--- src/rtl/audio_pkg.sv ---
// Shared definitions for the I2S audio path: word/slot geometry, channel
// encoding on LRCK and receive-FSM state encoding.
package audio_pkg;

  localparam int DATA_W = 16;
  localparam int SLOT_W = 32;

  localparam logic CH_LEFT  = 1'b0;
  localparam logic CH_RIGHT = 1'b1;

  typedef enum logic [1:0] {
    SYNC  = 2'd0,
    LEFT  = 2'd1,
    RIGHT = 2'd2
  } rx_state_e;

endpackage : audio_pkg

--- src/rtl/sync_2ff.sv ---
// Two-flop synchronizer for a bundle of independent asynchronous level inputs.
module sync_2ff #(
  parameter int WIDTH = 1
) (
  input  logic             clk,
  input  logic             rst_n,
  input  logic [WIDTH-1:0] d_i,
  output logic [WIDTH-1:0] q_o
);

  logic [WIDTH-1:0] meta_q;
  logic [WIDTH-1:0] sync_q;

  // NOTE: non-blocking assignments make both stages sample their inputs before
  // either updates, so the chain really is two flops deep.
  always_ff @(posedge clk or negedge rst_n) begin
    if (!rst_n) begin
      meta_q <= '0;
      sync_q <= '0;
    end else begin
      meta_q <= d_i;
      sync_q <= meta_q;
    end
  end

  assign q_o = sync_q;

endmodule : sync_2ff

--- src/rtl/audio_i2s_rx.sv ---
// I2S receiver: oversamples LRCK/SCK/SDATA with clk, deserializes 16-bit MSB-first
// words with the one-slot I2S delay and publishes left/right pairs together.
module audio_i2s_rx #(
  parameter int DATA_W = audio_pkg::DATA_W,
  parameter int SLOT_W = audio_pkg::SLOT_W
) (
  input  logic              clk,
  input  logic              rst_n,
  input  logic              audio_lrck,
  input  logic              audio_sck,
  input  logic              audio_sdout,
  output logic [DATA_W-1:0] audio_left,
  output logic [DATA_W-1:0] audio_right,
  output logic              sample_valid,
  output logic              frame_err
);

  import audio_pkg::*;

  localparam int SLOT_CNT_W = $clog2(2 * SLOT_W);
  localparam logic [SLOT_CNT_W-1:0] SLOT_MAX  = '1;
  localparam logic [SLOT_CNT_W-1:0] WORD_SLOT = SLOT_CNT_W'(DATA_W);

  logic [2:0] sync_in;
  logic [2:0] sync_out;
  logic       sck_s;
  logic       lrck_s;
  logic       sdat_s;

  assign sync_in = {audio_sdout, audio_lrck, audio_sck};

  sync_2ff #(.WIDTH(3)) u_sync (
    .clk   (clk),
    .rst_n (rst_n),
    .d_i   (sync_in),
    .q_o   (sync_out)
  );

  assign sck_s  = sync_out[0];
  assign lrck_s = sync_out[1];
  assign sdat_s = sync_out[2];

  logic                  sck_prev_q;
  logic                  sck_rise;
  logic                  lrck_prev_q;
  logic                  lrck_diff;
  logic [SLOT_CNT_W-1:0] slot_cnt_q, slot_cnt_d;
  // The last word bit is taken straight from sdat_s at capture time, so only
  // the first DATA_W-1 bits need to be held.
  logic [DATA_W-2:0]     shift_q, shift_d;
  logic [DATA_W-1:0]     word_d;
  logic                  in_word;
  logic                  word_done;
  logic                  short_half;

  rx_state_e state_q, state_d;
  logic      cap_left;
  logic      cap_right;
  logic      err_det;

  logic [DATA_W-1:0] left_hold_q;
  logic [DATA_W-1:0] right_hold_q;
  logic              left_ok_q;
  logic              pub_q;
  logic              err_q;
  logic [DATA_W-1:0] audio_left_q;
  logic [DATA_W-1:0] audio_right_q;
  logic              sample_valid_q;
  logic              frame_err_q;

  assign sck_rise  = sck_s & ~sck_prev_q;
  assign lrck_diff = lrck_s != lrck_prev_q;

  // NOTE: every always_comb output gets a default first, so no path through
  // the block can leave a value unassigned and infer a latch.
  always_comb begin
    slot_cnt_d = slot_cnt_q;
    if (lrck_diff) begin
      slot_cnt_d = '0;
    end else if (slot_cnt_q != SLOT_MAX) begin
      slot_cnt_d = slot_cnt_q + SLOT_CNT_W'(1);
    end
  end

  assign in_word    = (slot_cnt_d != '0) && (slot_cnt_d <= WORD_SLOT);
  assign shift_d    = {shift_q[DATA_W-3:0], sdat_s};
  assign word_d     = {shift_q, sdat_s};
  assign word_done  = sck_rise && !lrck_diff && (slot_cnt_d == WORD_SLOT);
  assign short_half = slot_cnt_q < WORD_SLOT;

  always_ff @(posedge clk or negedge rst_n) begin
    if (!rst_n) begin
      state_q <= SYNC;
    end else begin
      state_q <= state_d;
    end
  end

  // A short half-frame drops back to SYNC; the edge that flagged it is not
  // allowed to also start a new left word.
  always_comb begin
    state_d = state_q;
    if (sck_rise && lrck_diff) begin
      case (state_q)
        SYNC:    if (lrck_s == CH_LEFT) state_d = LEFT;
        LEFT:    state_d = short_half ? SYNC : RIGHT;
        RIGHT:   state_d = short_half ? SYNC : LEFT;
        default: state_d = SYNC;
      endcase
    end
  end

  always_comb begin
    cap_left  = 1'b0;
    cap_right = 1'b0;
    err_det   = 1'b0;
    case (state_q)
      LEFT: begin
        cap_left = word_done;
        err_det  = sck_rise && lrck_diff && short_half;
      end
      RIGHT: begin
        cap_right = word_done;
        err_det   = sck_rise && lrck_diff && short_half;
      end
      default: ;
    endcase
  end

  always_ff @(posedge clk or negedge rst_n) begin
    if (!rst_n) begin
      sck_prev_q  <= 1'b0;
      lrck_prev_q <= CH_LEFT;
      slot_cnt_q  <= '0;
      shift_q     <= '0;
    end else begin
      sck_prev_q <= sck_s;
      if (sck_rise) begin
        lrck_prev_q <= lrck_s;
        slot_cnt_q  <= slot_cnt_d;
        if (in_word) shift_q <= shift_d;
      end
    end
  end

  always_ff @(posedge clk or negedge rst_n) begin
    if (!rst_n) begin
      left_hold_q  <= '0;
      right_hold_q <= '0;
      left_ok_q    <= 1'b0;
      pub_q        <= 1'b0;
      err_q        <= 1'b0;
    end else begin
      pub_q <= cap_right && left_ok_q;
      err_q <= err_det;
      if (cap_left) begin
        left_hold_q <= word_d;
        left_ok_q   <= 1'b1;
      end else if (err_det || (cap_right && left_ok_q)) begin
        left_ok_q <= 1'b0;
      end
      if (cap_right) right_hold_q <= word_d;
    end
  end

  // Output stage: the pair only moves in the cycle sample_valid is high.
  always_ff @(posedge clk or negedge rst_n) begin
    if (!rst_n) begin
      audio_left_q   <= '0;
      audio_right_q  <= '0;
      sample_valid_q <= 1'b0;
      frame_err_q    <= 1'b0;
    end else begin
      sample_valid_q <= pub_q;
      frame_err_q    <= err_q;
      if (pub_q) begin
        audio_left_q  <= left_hold_q;
        audio_right_q <= right_hold_q;
      end
    end
  end

  assign audio_left   = audio_left_q;
  assign audio_right  = audio_right_q;
  assign sample_valid = sample_valid_q;
  assign frame_err    = frame_err_q;

endmodule : audio_i2s_rx

--- config.mk ---
export PLATFORM = sky130hd
export DESIGN_NAME = audio_i2s_rx
export DESIGN_NICKNAME = d
export VERILOG_FILES = /design/src/rtl/audio_pkg.sv /design/src/rtl/sync_2ff.sv /design/src/rtl/audio_i2s_rx.sv
export SDC_FILE = /design/constraint.sdc
export NUM_CORES = 1
export LEC_CHECK = 0
export ABC_AREA = 1
export BUFFER_PORTS_ARGS = -buffer_cell sky130_fd_sc_hd__buf_2
export CAP_MARGIN = 10
export CORE_ASPECT_RATIO = 0.75
export CORE_MARGIN = 2
export CORE_UTILIZATION = 53
export CTS_CLUSTER_SIZE = 12
export DETAILED_ROUTE_END_ITERATION = 10
export GPL_ROUTABILITY_DRIVEN = 1
export PLACE_DENSITY = 0.85
export SYNTH_ARGS = -nofsm -noshare
export SYNTH_HDL_FRONTEND = slang
export SYNTH_HIERARCHICAL = 1
export SYNTH_SLANG_ARGS = --single-unit
--- constraint.sdc ---
create_clock -name clk -period 1.9 [get_ports clk]
set_input_delay 0 -clock clk [delete_from_list [all_inputs] [get_ports clk]]
set_output_delay 0 -clock clk [all_outputs]
set_load 0.005 [all_outputs]
Word level (Yosys, flattened, before mapping)
Cells that the tools add are included.
{ "totals": {"register_bits": 100, "out_inout_bits": 34, "input_bits": 5, "word_cells": 52} }
{ "classes": {"bitwise_logic": 2, "magnitude_cmp": 2, "addsub": 1, "n_mux": 11, "n_reduce_logical": 14, "n_eq_ne": 6} }
{ "op_table": {"columns": ["cell", "count"], "rows": [
  ["$mux W6", 2],
  ["$add A6 B1 Y6 const B", 1],
  ["$eq A6 B5 Y1 const B", 1],
  ["$le A6 B5 Y1 const B", 1],
  ["$logic_and A1 B1 Y1", 6],
  ["$lt A6 B5 Y1 const B", 1],
  ["$mux W1", 6],
  ["$ne A6 B6 Y1 const B", 1],
  ["$pmux W2 S3", 1],
  ["$reduce_bool A6 Y1", 1],
  ["$mux W2", 2],
  ["$reduce_and A2 Y1", 2],
  ["$eq A2 B1 Y1 const B", 1],
  ["$eq A2 B2 Y1 const B", 1],
  ["$logic_not A2 Y1", 1],
  ["$ne A2 B2 Y1 const B", 1],
  ["$reduce_bool A2 Y1", 1],
  ["$reduce_or A2 Y1", 1],
  ["$and A1 B1 Y1", 1],
  ["$logic_not A1 Y1", 1],
  ["$logic_or A1 B1 Y1", 1],
  ["$ne A1 B1 Y1", 1],
  ["$not A1 Y1", 1]
]} }

Logic depth before layout (Yosys ltp)
Gate-level depths: netlist of run 1.
{ "logic_depth": {"word_depth": 10, "ltp_mapped": 14, "depth_no_buf": 13} }

Hierarchy
Netlist of run 1, hierarchy kept.
{ "modules_own_cells": {"columns": ["mod", "cells_per_inst", "area_per_inst_um2", "seq_area_each_um2", "instances"], "rows": [
  ["audio_i2s_rx", 385, 3990.1, 2352.3, 1],
  ["sync_2ff", 6, 150.1, 150.1, 1]
]} }

Worst setup path after synthesis of run 1
Ideal clock, no wire load.
{ "synth_path": {"kind": "flip-flop to flip-flop", "startpoint": "register slot_cnt_q[0]", "endpoint": "register right_hold_q[10]", "path_slack_ps": 113, "path_stages_with_launch": 13, "arrival_ps": 1669, "period_less_slack_ps": 1787, "setup_ps": 117, "path_buffers": 1, "cell_sequence": "dfrtp_1 ha_1 nand2_2 nor2_4 nand2_1 nand2_1 nand2_1 nand2_2 nor2_8 nand3_4 buf_2 nand2_1 nand2_1"} }
{ "synth_between": {"elab_chain_cells": 6} }
{ "synth_lines": {"columns": ["item", "line_no", "rtl"], "rows": [
  ["start: declaration", "audio_i2s_rx.sv:47", "logic [SLOT_CNT_W-1:0] slot_cnt_q, slot_cnt_d;"],
  ["start signal: assignment", "audio_i2s_rx.sv:140", "slot_cnt_q <= slot_cnt_d;"],
  ["$add A6 B1 Y6 or $ne A6 B6 Y1 (tied branches)", "audio_i2s_rx.sv:81, audio_i2s_rx.sv:80", null],
  ["$mux W6 (*)", "audio_i2s_rx.sv:80", "end else if (slot_cnt_q != SLOT_MAX) begin"],
  ["$mux W6 (*)", "audio_i2s_rx.sv:78", "if (lrck_diff) begin"],
  ["$eq A6 B5 Y1 (*)", "audio_i2s_rx.sv:88", "assign word_done = sck_rise && !lrck_diff && (slot_cnt_d == WORD_SLOT);"],
  ["$logic_and A1 B1 Y1 (*)", "audio_i2s_rx.sv:88", null],
  ["$mux W1 (*)", "audio_i2s_rx.sv:117", "case (state_q)"],
  ["end signal: assignment", "audio_i2s_rx.sv:162", "if (cap_right) right_hold_q <= word_d;"],
  ["end: declaration", "audio_i2s_rx.sv:62", "logic [DATA_W-1:0] right_hold_q;"]
]} }
Every way passes the cells marked *; elsewhere a longest branch is shown, timed or not.
A chain may end at the register's enable or synchronous reset.

Worst setup path after layout of run 1
{ "layout_path": {"startpoint": "register slot_cnt_q[1]", "endpoint": "register shift_q[6]"} }
{ "layout_between": {"elab_chain_cells": 6} }
{ "layout_lines": {"columns": ["item", "line_no", "rtl"], "rows": [
  ["$add A6 B1 Y6 or $ne A6 B6 Y1 (tied branches)", "audio_i2s_rx.sv:81, audio_i2s_rx.sv:80", null],
  ["$mux W6 (*)", "audio_i2s_rx.sv:80", null],
  ["$mux W6 (*)", "audio_i2s_rx.sv:78", null],
  ["$le A6 B5 Y1 or $reduce_bool A6 Y1 (tied branches)", "audio_i2s_rx.sv:85", "assign in_word = (slot_cnt_d != '0) && (slot_cnt_d <= WORD_SLOT);"],
  ["$logic_and A1 B1 Y1 (*)", "audio_i2s_rx.sv:85", null],
  ["$reduce_and A2 Y1 (no line) (*)", null, null],
  ["end signal: assignment", "audio_i2s_rx.sv:141", "if (in_word) shift_q <= shift_d;"],
  ["end: declaration", "audio_i2s_rx.sv:50", "logic [DATA_W-2:0] shift_q, shift_d;"]
]} }
Marked as above.

==> out/results.tsv, run 1 <==
stage	metric	value	unit
floorplan	core area	7470	um^2
outcome	failing checks	negative setup slack	
hold_path	HP Class	in2async	
timing	slew margin rel.	65.1	%
yosys	Synth area leaders	dfrtp_1, nand2_1, mux2_2	
yosys	mapped cell area	4140	um^2
route	Vias	3372	
clocking	CTS tree	done	
place	Post-Place Cells	524	
yosys	Synth Register Bits	100	
global_route	Remaining Overflow, GRT	0	
clocking	Clock Tree Root	clkbuf_8	
global_route	All-Layer GR Usage	21.8	%
floorplan	num ports	39	
global_route	initial antenna violation count	0	
timing	Final setup viols	5	
yosys	Mapped Cells	391	
route	DR iter-0 viols	353	
timing	Fin. Hold Viols	0	
clocking	Worst-path clk slew	0.10	ns
timing	Max Freq	0.514	GHz
floorplan	Initial Util	55.5	%
global_route	vias in the first global route	2981	
worst_setup_path	crit path max-delay cell type	dfrtp_1	
floorplan	Core Rows	27	
finish	ANT cells	0	
route	Post-Route WL	10400	um
worst_setup_path	crit-path cells	ha_4 -> nand2_4 -> nor2_4 -> nand2_2 -> nand2_1 -> o21ai_0 -> nand2_4 -> nand2_8 -> clkbuf_16 -> nand3_1 -> nand2_1	
yosys	fraction of registers with async set/reset	100	%
yosys	ys flop type	dfrtp_1	
place	Buffers on Ports	38	
yosys	Distinct cells, synth	31	
route	Initial DRT Pass Iterations	5	
finish	Post-Layout Cell Count	562	
finish	Area growth syn-to-layout	26.6	%
clocking	Max Buffers Root-to-Sink	2	
timing	Setup WS post-layout	-0.0457	ns
worst_setup_path	Setup crit end kind	flip-flop	
worst_setup_path	CP Data Arrival Time	2.26	ns
timing	Pins Over Slew Limit	0	
global_route	pin count of the biggest net entering global routing	45	
worst_setup_path	crit-path max FO	5	
clocking	# clock sinks	100	
outcome	outcome	complete, but fails checks	
floorplan	Die Area	8540	um^2
route	via/cell ratio	6.00	
power	power density cells	987	nW/um^2
place	hpwl dp	5610	um
clocking	Clk Latency, worst-skew pair	0.37	ns
worst_setup_path	CP Launch Type	flip-flop	
finish	fill count	504	
timing	Sum Neg Setup Slack	-0.101	ns
worst_setup_path	CP max stage delay	0.42	ns
worst_setup_path	worst path required time	2.21	ns
clocking	CTS H-tree depth	3	
place	Placer Congestion	0.839	
timing	RSZ-0062 raised after global routing	true	
yosys	register area share after synthesis	60.4	%
yosys	Yosys top cell area share	60.4	%
yosys	Syn Nets	401	
finish	Layout Nets	466	
power	Pleak	2.78	nW
route	Final ANT Viol Nets	0	
power	Worst VDD drop	0.628	mV
finish	layout cells sized above 1	34.1	%
floorplan	Die H	80.5	um
timing	worst-margin pin slew	0.523	ns
route	Remaining DRCs	0	
yosys	syn_area_per_cell	10.6	um^2
global_route	first-pass GRT wire length	14300	um
clocking	CTS Buf Count	9	
yosys	Yosys top cell by area	dfrtp_1	
timing	hold slack	0.110	ns
timing	period utilization	102	%
worst_setup_path	WS Path Type	reg2reg	
yosys	yosys warns	6	
timing	clk_skew	0.0115	ns
route	WL per Instance	18.5	um
run	Max Cap Violations	0	
floorplan	chip width	106	um
yosys	Post-synth EDFFs	0	
timing	fin crit period	1.95	ns
-- routing by layer --
layer / global-route usage (%) / routed length (um) / up-vias
met4: 7.50 / 461 / 0
met5: 0 / 0 / -
met1: 27.8 / 4060 / 1629
li1: - / - / 1453
met2: 35.7 / 4840 / 228
met3: 6.90 / 1040 / 62
-- worst max-delay path, delay by kind of cell, from the launching register on --
| kind | cells | cell delay [ns] |
|---|---|---|
| simple gates | 8 | 0.73 |
| buf+inv | 1 | 0.15 |
| compound gates | 1 | 0.37 |
| fa+ha+maj | 1 | 0.20 |
| flops | 1 | 0.42 |
-- kinds of logic after synthesis --
family	count (synthesis)	synth area share, %
DFF	100	60.4
and+or+nand+nor	202	23.2
muxes	32	8.70
adders and majority gates	5	1.51
AOI/OAI and AO/OA	13	1.75
xor gates and xnor gates	1	0.212
buffers and inverters	38	4.14
-- path summary, 6_finish.rpt --
kind                               start                to  slack, ns  depth (start not counted)
min reg2reg                        err_q         frame_err       0.36                          0
max in group asynchronous          rst_n     slot_cnt_q[2]       1.08                          3
min in group clk             audio_sdout  u_sync/meta_q[2]       0.27                          2
max                        slot_cnt_q[1]        shift_q[6]      -0.05                         11
min                                rst_n    audio_right[2]       0.11                          2
max reg2reg                slot_cnt_q[1]        shift_q[6]      -0.05                         11
-- stage by stage --
stage	utilization (%)	area [um^2]	power (mW)	setup slack, ns
6_report	70.2	5240	5.17	-0.0457
4_1_cts	63.8	4760	4.68	-0.00999
2_1_floorplan	-	4140	2.95	0.113
3_5_place_dp	60.2	4490	3.22	-0.0325
5_1_grt	70.2	5240	5.34	-0.126
3_3_place_gp	60.2	4490	3.17	0.0798
-- Yosys cell counts (2+ instances only) --
| library cell | instances |
|---|---|
| dfrtp_1 | 100 |
| nand2_2 | 4 |
| inv_1 | 14 |
| nand2_1 | 124 |
| nand3_4 | 2 |
| nand3_1 | 22 |
| nand4_1 | 34 |
| ha_1 | 5 |
| mux2_2 | 32 |
| buf_1 | 5 |
| inv_2 | 2 |
| o21ai_0 | 8 |
| a21oi_1 | 2 |
| nor2_1 | 7 |
| buf_4 | 2 |
| clkbuf_1 | 3 |
| buf_2 | 10 |
| nand2_4 | 2 |
-- sequential cells by signal, indices dropped and copies added, names as in the netlist --
signal / count
audio_left: 16
audio_right: 16
left_hold_q: 16
right_hold_q: 16
shift_q: 15
slot_cnt_q: 6
u_sync/meta_q: 3
u_sync/q_o: 3
state_q: 2
err_q: 1
frame_err: 1
left_ok_q: 1
lrck_prev_q: 1
pub_q: 1
sample_valid: 1
sck_prev_q: 1
-- repair_timing --
action,CTS,global route
resized for setup,1,48
gates cloned,0,13
endpoints found under the hold margin,76,0
hold buffers,4,0
pin swaps,0,20
endpoints found under the setup margin,15,49
setup buffers,0,5
-- cells in the final DEF, fill, tap and decap left out, types with 7 or more instances in the layout --
| master | count |
|---|---|
| dfrtp_1 | 99 |
| o21ai_0 | 8 |
| buf_2 | 37 |
| nand2_2 | 14 |
| inv_1 | 14 |
| nand2_4 | 7 |
| nand3_1 | 18 |
| buf_12 | 7 |
| buf_4 | 12 |
| mux2_2 | 32 |
| nand4_1 | 34 |
| clkbuf_8 | 10 |
| nand2_1 | 109 |
-- final cells by class --
class	count	area, um^2	area share [%]
Tap cell	101	126	2.41
Inverter	17	65.1	1.24
Timing Repair Buffer	67	607	11.6
Clock buffer	10	138	2.63
Clock inverter	6	83.8	1.60
Sequential cell	100	2500	47.8
Multi-Input combinational cell	261	1720	32.8
-- power by group --
part	total [mW]	switching [mW]	internal [mW]
logic	1.23	0.743	0.490
registers	2.48	0.214	2.27
clock network	1.46	0.785	0.672
total	5.17	1.74	3.43
(Power assumes the default switching activity.)
==> run 2: changes to the inputs <==
Settings changed: CTS_CLUSTER_SIZE 12 to 16, SYNTH_HIERARCHICAL 1 to unset.
==> out/results.tsv, run 2 <==
stage	metric	value	unit
global_route	initial antenna violation count	0	
route	Post-Route WL	9380	um
timing	Setup WS post-layout	-0.0456	ns
run	Max Cap Violations	0	
clocking	Clock Tree Root	clkbuf_8	
worst_setup_path	Setup crit end kind	flip-flop	
power	Worst VDD drop	0.647	mV
worst_setup_path	WS Path Type	reg2reg	
clocking	Max Buffers Root-to-Sink	2	
finish	layout cells sized above 1	32.7	%
yosys	Yosys top cell by area	dfrtp_1	
power	Clk pwr share	27.3	%
power	sw frac	33.1	%
power	internal power	3.32	mW
yosys	Post-synth EDFFs	0	
worst_setup_path	crit-path max FO	9	
place	Placer Congestion	0.901	
route	Initial DRT Pass Iterations	5	
timing	Pins Over Slew Limit	0	
timing	clk_skew	0.00679	ns
worst_setup_path	CP Data Arrival Time	2.21	ns
timing	Max Freq	0.514	GHz
timing	period utilization	102	%
power	NetSw	1.64	mW
timing	worst-margin pin slew	0.466	ns
floorplan	core area	7780	um^2
hold_path	HP Class	in2async	
yosys	ys flop type	dfrtp_1	
route	Vias	3146	
place	pre-CTS setup slack	-0.0181	ns
global_route	Remaining Overflow, GRT	0	
worst_setup_path	CP Launch Type	flip-flop	
yosys	most common cell in the netlist	nand2_1	
yosys	register area share after synthesis	59.8	%
finish	multi-input logic area	1680	um^2
route	WL per Instance	16.8	um
finish	Post-Layout Cell Count	557	
finish	Area growth syn-to-layout	21.1	%
timing	Final setup viols	13	
route	Remaining DRCs	0	
floorplan	num ports	39	
floorplan	Core Rows	28	
yosys	Synth top cells by count	nand2_1, dfrtp_1, nand4_1	
finish	Layout Nets	457	
finish	commonest non-fill, non-tap cell in the layout	nand2_1	
floorplan	chip width	107	um
place	Buffers on Ports	38	
yosys	Yosys top cell area share	59.8	%
power	Pleak	2.71	nW
place	Post-Place Cells	524	
power	share of power burned in registers	49.6	%
route	Final ANT Viol Nets	0	
power	power density cells	979	nW/um^2
global_route	pin count of the biggest net entering global routing	45	
yosys	yosys warns	0	
floorplan	Die Area	8640	um^2
route	via/cell ratio	5.65	
timing	fin crit period	1.95	ns
global_route	vias in the first global route	2799	
timing	slew margin rel.	68.7	%
outcome	outcome	complete, but fails checks	
yosys	mapped cell area	4190	um^2
power	Comb power frac	23.1	%
yosys	syn_area_per_cell	10.7	um^2
clocking	CTS Buf Count	9	
finish	fin util	65.2	%
yosys	Distinct cells, synth	31	
yosys	Mapped Cells	391	
floorplan	Initial Util	53.8	%
global_route	All-Layer GR Usage	19.7	%
floorplan	Die H	81.0	um
clocking	CTS H-tree depth	3	
place	placed inst area	4510	um^2
finish	fill count	569	
place	hpwl dp	5270	um
finish	most frequent cells in the layout	nand2_1, dfrtp_1, buf_2	
yosys	Synth area leaders	dfrtp_1, nand2_1, mux2_2	
clocking	Clk Latency, worst-skew pair	0.37	ns
worst_setup_path	worst path required time	2.16	ns
timing	RSZ-0062 raised after global routing	true	
route	DR iter-0 viols	246	
yosys	fraction of registers with async set/reset	100	%
clocking	Worst-path clk slew	0.09	ns
clocking	# clock sinks	100	
yosys	Synth Register Bits	100	
finish	ANT cells	0	
yosys	Syn Nets	401	
finish	cell area after layout	5070	um^2
outcome	failing checks	negative setup slack	
timing	Fin. Hold Viols	0	
clocking	CTS tree	done	
global_route	first-pass GRT wire length	13100	um
finish	register area	2500	um^2
==> run 2: cell count changes after synthesis, moves of 2 or more <==
cell     change
nand2_8      +2
buf_6        +3
inv_2        +2
buf_2        -3
==> run 2: area by class of cell <==
class,count,area share (%)
Clock buffer,9,2.44
Clock inverter,7,1.48
Inverter,17,1.26
Multi-Input combinational cell,259,33.1
Sequential cell,100,49.3
Tap cell,105,2.59
Timing Repair Buffer,60,9.75
==> run 2: routing by layer <==
layer,vias up,GRT usage [%],wire (um)
met5,-,0,0
met4,0,8.05,248
met3,29,5.14,653
met2,152,32.3,4710
met1,1539,25.3,3760
li1,1426,-,-
==> run 2: logic make-up after synthesis <==
family / Yosys count / synth area share, %
xor gates and xnor gates: 1 / 0.209
buffers and inverters: 38 / 4.51
DFF: 100 / 59.8
adders and majority gates: 5 / 1.49
muxes: 32 / 8.60
and+or+nand+nor: 202 / 23.7
AOI/OAI and AO/OA: 13 / 1.73
==> run 2: final timing paths <==
path	to	depth (start not counted)	start	slack [ns]
setup / recovery	shift_q[11]	11	slot_cnt_q[1]	-0.05
hold / removal	audio_right[1]	2	rst_n	0.11
setup reg to reg	shift_q[11]	11	slot_cnt_q[1]	-0.05
hold reg to reg	u_sync.q_o[0]	0	u_sync.meta_q[0]	0.36
max in group asynchronous	left_hold_q[10]	3	rst_n	1.13
min in group clk	u_sync.meta_q[1]	2	audio_lrck	0.27
==> run 2: power groups by stage <==
stage                     Clock [mW]  Sequential (mW)  Combinational, mW
after floorplan                    0             2.42              0.546
after global placement             0             2.46              0.698
after detailed placement           0             2.47              0.734
after CTS                       1.39             2.43              0.751
after global routing            1.47             2.48               1.24
final                           1.35             2.46               1.15
==> run 2: timing repair <==
action	in CTS	in global routing
cloned	0	8
setup endpoints to repair	13	49
pin swaps	0	21
gates resized for setup	2	38
hold buffers	4	0
endpoints found under the hold margin	78	0
buffers inserted	0	5
==> run 2: worst max-delay path, stage by stage, from the launching register on <==
cell	delay, ns
dfrtp_1	0.43
ha_4	0.20
nand2_4	0.07
nor2_4	0.05
nand2_2	0.12
nand2_2	0.07
o21ai_0	0.33
nand2_4	0.14
nand2_8	0.16
nand2_8	0.10
nand2_1	0.10
nand2_1	0.05
==> run 2: metrics by stage <==
step / power [mW] / setup TNS, ns / hold slack, ns
finish: 4.97 / -0.202 / 0.113
global placement: 3.16 / 0 / -0.0387
detailed placement: 3.21 / -0.0181 / -0.0308
CTS: 4.57 / 0 / 0.117
floorplan: 2.97 / 0 / -0.296
global route: 5.19 / -3.63 / 0.146
